File: src/rtl/scan_decoder_pkg.sv
// Shared types and helpers for the scan decoder: mode encoding, enable
// combination and the active-low one-hot decode.
package scan_decoder_pkg;

    localparam logic MODE_MANUAL = 1'b0;
    localparam logic MODE_SCAN   = 1'b1;

    // Widest select the decode helper supports; callers size-cast the result.
    localparam int MAX_SEL_W = 8;
    localparam int MAX_OUT   = 2 ** MAX_SEL_W;

    function automatic logic scan_enable(input logic e1, input logic e2_n, input logic e3_n);
        return e1 & ~e2_n & ~e3_n;
    endfunction

    function automatic logic [MAX_OUT-1:0] onehot_n(input logic [MAX_SEL_W-1:0] index);
        return ~(MAX_OUT'(1) << index);
    endfunction

endpackage

File: src/rtl/scan_decoder_prescaler.sv
// Free-running DIV-cycle counter that advances only while run is high and
// flags the last count of each period with step.
module scan_prescaler #(
    parameter int DIV   = 50000,
    parameter int DIV_W = $clog2(DIV + 1)
) (
    input  logic clk,
    input  logic rst,
    input  logic run,
    output logic step
);

    logic [DIV_W-1:0] count;

    assign step = run && (count == DIV_W'(DIV - 1));

    // NOTE: sequential state uses non-blocking assignments so every register
    // samples pre-edge values regardless of statement order.
    always_ff @(posedge clk) begin
        if (rst) begin
            count <= '0;
        end else if (run) begin
            count <= step ? '0 : count + DIV_W'(1);
        end
    end

endmodule

File: src/rtl/scan_decoder.sv
// Registered SEL_W-to-2^SEL_W active-low decoder with a manual select mode
// and a prescaled auto-scan mode for multiplexed digit/bank selects.
module scan_decoder
    import scan_decoder_pkg::*;
#(
    parameter int SEL_W     = 3,
    parameter int SCAN_LAST = 2 ** SEL_W - 1,
    parameter int DIV       = 50000,
    parameter int DIV_W     = $clog2(DIV + 1)
) (
    input  logic                  clk,
    input  logic                  rst,
    input  logic                  e1,
    input  logic                  e2_n,
    input  logic                  e3_n,
    input  logic                  mode,
    input  logic [SEL_W-1:0]      sel,
    output logic [2**SEL_W-1:0]   y_n,
    output logic [SEL_W-1:0]      idx,
    output logic                  tick
);

    localparam int OUT_N = 2 ** SEL_W;

    logic             en;
    logic             run;
    logic             step;
    logic [SEL_W-1:0] scan_cnt;
    logic [SEL_W-1:0] scan_adv;
    logic [SEL_W-1:0] next_idx;

    scan_prescaler #(
        .DIV   (DIV),
        .DIV_W (DIV_W)
    ) u_prescaler (
        .clk  (clk),
        .rst  (rst),
        .run  (run),
        .step (step)
    );

    // NOTE: every always_comb output gets a default first, so no path can
    // leave a value unassigned and infer a latch.
    always_comb begin
        en       = scan_enable(e1, e2_n, e3_n);
        run      = en && (mode == MODE_SCAN);
        scan_adv = (scan_cnt == SEL_W'(SCAN_LAST)) ? '0 : scan_cnt + SEL_W'(1);
        next_idx = sel;
        // Use the advanced count on the step edge so y_n, idx and tick move together.
        if (mode == MODE_SCAN) begin
            next_idx = step ? scan_adv : scan_cnt;
        end
    end

    always_ff @(posedge clk) begin
        if (rst) begin
            y_n      <= '1;
            idx      <= '0;
            tick     <= 1'b0;
            scan_cnt <= '0;
        end else begin
            if (step) begin
                scan_cnt <= scan_adv;
            end
            tick <= step;
            idx  <= next_idx;
            y_n  <= en ? OUT_N'(onehot_n(MAX_SEL_W'(next_idx))) : '1;
        end
    end

endmodule

File: config.mk
export PLATFORM = sky130hd
export DESIGN_NAME = scan_decoder
export DESIGN_NICKNAME = d
export VERILOG_FILES = /design/src/rtl/scan_decoder_pkg.sv /design/src/rtl/scan_decoder_prescaler.sv /design/src/rtl/scan_decoder.sv
export SDC_FILE = /design/constraint.sdc
export NUM_CORES = 1
export LEC_CHECK = 0
export ABC_AREA = 1
export CORE_ASPECT_RATIO = 0.75
export CORE_UTILIZATION = 53
export CTS_CLUSTER_DIAMETER = 40
export CTS_CLUSTER_SIZE = 30
export DETAILED_ROUTE_END_ITERATION = 6
export PLACE_DENSITY = 0.76
export SLEW_MARGIN = 20
export SYNTH_ARGS = -nofsm -noshare
export SYNTH_HDL_FRONTEND = slang
export SYNTH_HIERARCHICAL = 1
export SYNTH_SLANG_ARGS = --single-unit
export TNS_END_PERCENT = 50
File: constraint.sdc
create_clock -name clk -period 2.7 [get_ports clk]
set_input_delay 0.405 -clock clk [delete_from_list [all_inputs] [get_ports clk]]
set_output_delay 0.405 -clock clk [all_outputs]
set_load 0.02 [all_outputs]
==> summary.md <==
| Metric | Value |
|---|---|
| Clock Power Share | 47.4% |
| Synth Flop Type | dfxtp_1 |
| Fin nets | 247 |
| DRC Markers | 0 |
| Max VDD drop | 0.000593 V |
| Rows | 16 |
| Area Overhead vs Synth | 25.5% |
| Startpoint Class | input port |
| Internal power | 787 uW |
| Die X | 64.2 um |
| Clock Sinks | 31 |
| Yosys cell types | 26 |
| FMAX | 437 MHz |
| Footprint of the multi-input gates | 828 um2 |
| Status | finished clean |
| Setup crit start | e1 |
| Clock Latency Late Sink | 280 ps |
| FILL cells | 224 |
| Clk pin slew, worst setup/hold paths | 60 ps |
| Worst hold path type | reg2reg |
| P_sw | 208 uW |
| Cts repair resizes | 0 |
| HP Start | u_prescaler/count[1]$_SDFFE_PP0P_ |
| Hold path cells | 2 |
| Buffers on Ports | 20 |
| Synth cell count leaders | 44 x nand2_1, 31 x dfxtp_1, 30 x nor2_1 |
| Syn nets | 216 |
| Total Wirelength | 3.51 mm |
| Ant. Diodes | 0 |
| Via count | 1371 |
| Drt initial violations | 107 |
| GR Overflow Total | 0 |
| Pwr/cell area | 515 nW/um2 |
| Die area | 3130 um2 |
| Worst flop-to-flop path startpoint | u_prescaler/count[0]$_SDFFE_PP0P_ |
| Hold buffers post-CTS | 0 |
| Layout Cells excl Fill | 272 |
| Dpl cells | 264 |
| Via-to-Cell Ratio | 5.04 |
| Power after layout | 995 uW |
| Setup TNS | 0 ps |
| Worst EP arrival | 2460 ps |
| CTS max path bufs | 2 |
| Logic gate share of total power | 6.1% |
| Die Y | 48.7 um |
| Initial core utilization | 57.4% |
| Initial DRT Pass Iterations | 5 |
| Num CTS Buffers | 5 |
| Final max-slew violation count | 0 |
| Hold Path End | u_prescaler/count[1]$_SDFFE_PP0P_ |
| Initial antenna violation count | 0 |
| Worst slew pin tran | 368 ps |
| RSZ-0062 raised after global routing | no |
| Final Cycle Share | 84.7% |
| WL per Instance | 12.9 um |
| Post-route ant nets | 0 |
| First-pass GRT wire length | 5.72 mm |
| Worst Hold Slack | 509 ps |
| Clock skew | 4.85 ps |
| CP required | 2880 ps |
| Post-Syn Area | 1540 um2 |
| CTS HTree Levels | 2 |
| Register area share after synthesis | 40.3% |
| Top-area cell type share of the netlist area | 40.3% |
| CTS root buf | clkbuf_8 |
| Reg-to-reg critical path endpoint | y_n[5]$_SDFF_PP1_ |
| Post-synth EDFFs | 0 |
| Area leader, netlist | dfxtp_1 |
| Net Sw Frac | 20.9% |
| Final setup fails | 0 |
| Final Hold Viols | 0 |
| Relative slew slack | 75.3% |
| Flop-to-flop setup slack | 810 ps |
| Critical Path Fanout Max | 6 |
| Io pins | 21 |
| FF/Latch Area | 621 um2 |
| Crit path time final | 2290 ps |
| Synth Instances | 204 |
| Sequential share of power | 46.5% |
| Most numerous cell in the Yosys netlist | nand2_1 |
| Post-DP HPWL | 2.68 mm |
| WS Path Type | in2reg |
| Core area | 2680 um2 |
| Leak | 0.000767 uW |
| Post-synthesis async set-or-reset flop share | 0% |
| Ranking of synthesized cells by area | dfxtp_1 40%, nand2_1 11%, nor2_1 7.3%, nand3_1 6.5%, inv_1 5.1% |
| Total GRT Usage | 24.9% |
| Crit end category | flip-flop |
| Max Cap Viol | 0 |
| FF+latch count, synth | 31 |
| Number of global-route vias before repair | 1212 |
| TritonCTS clock tree | built |
| Post-CTS setup buffer count | 0 |
| Mapped Avg Cell Area | 7.54 um2 |
| Pin count of the biggest net entering global routing | 11 |
| Reg2Reg Depth | 13 |
| Layout cells sized above 1 | 19.1% |
| Syn. warnings | 6 |
| GPL Wtd Cong | 0.896 |
## state kept, by name (all words and copies together) (netlist names)
register           count
tick                   1
u_prescaler/count     16
scan_cnt               3
idx                    3
y_n                    8
## per-stage QoR
stage	worst slack [ps]	utilization [%]	instance area, um2
final	414	72.0	1930
after global routing	204	72.0	1930
after CTS	411	72.0	1930
after detailed placement	131	67.6	1810
after global placement	237	67.6	1810
after floorplan	287	-	1540
## power groups by stage
stage / combinational, uW / clock (uW) / sequential [uW]
after floorplan: 25.2 / 0 / 477
after global placement: 59.1 / 0 / 472
after detailed placement: 60.6 / 0 / 473
after CTS: 60.9 / 481 / 462
after global routing: 65.9 / 495 / 463
final: 60.7 / 471 / 462
## worst max path at each step
stage	slack, ps	endpoint
after floorplan	290	y_n[7]$_SDFF_PP1_
after global placement	240	y_n[1]$_SDFF_PP1_
after detailed placement	130	y_n[3]$_SDFF_PP1_
after CTS	410	y_n[3]$_SDFF_PP1_
after global routing	200	y_n[3]$_SDFF_PP1_
final	410	y_n[5]$_SDFF_PP1_
## final cells by class
| class | count | area share, % |
|---|---|---|
| multi-input cells | 149 | 42.9 |
| flip-flops and latches | 31 | 32.1 |
| repair buffers | 24 | 11.9 |
| inverters | 24 | 4.66 |
| clock buffers | 6 | 4.27 |
| well taps | 36 | 2.33 |
| clock inverters | 2 | 1.81 |
## layer usage
metal	wire (um)	vias up	track usage, %
li1	-	703	-
met1	1760	614	35.1
met2	1460	47	36.2
met3	240	7	7.08
met4	53	0	8.89
met5	0	-	0
## cells in the final DEF (no fill, tap or decap), drive strengths merged
| master | instances |
|---|---|
| nor4 | 1 |
| clkbuf | 6 |
| nor3b | 1 |
| ha | 3 |
| xnor2 | 1 |
| nand3b | 2 |
| dfxtp | 31 |
| nand4 | 3 |
| nor2 | 44 |
| a21oi | 6 |
| inv | 24 |
| bufinv | 1 |
| clkdlybuf4s50 | 20 |
| nor3 | 4 |
| xor2 | 6 |
| buf | 4 |
| clkinv | 1 |
| or2 | 3 |
| nand3 | 26 |
| nand2 | 49 |
## worst max-delay path: stages
cell and delay [ps]:
clkdlybuf4s50_1 480, nand3_1 150, nor2_1 230, nand3_1 190
nor4_1 300, buf_4 180, inv_2 50, nand2_2 70
nand3_2 60, nand2_2 90, inv_2 50, nor2_2 130
nand2_1 60
## cells by family after synthesis
logic type      count (synthesis)  share of synthesized area [%]
simple gates                  133                           44.7
fa+ha+maj                       3                           2.44
flops                          31                           40.3
xor+xnor                        7                           3.98
compound gates                  6                           2.68
buf+inv                        24                           5.85
(Power assumes the default switching activity.)
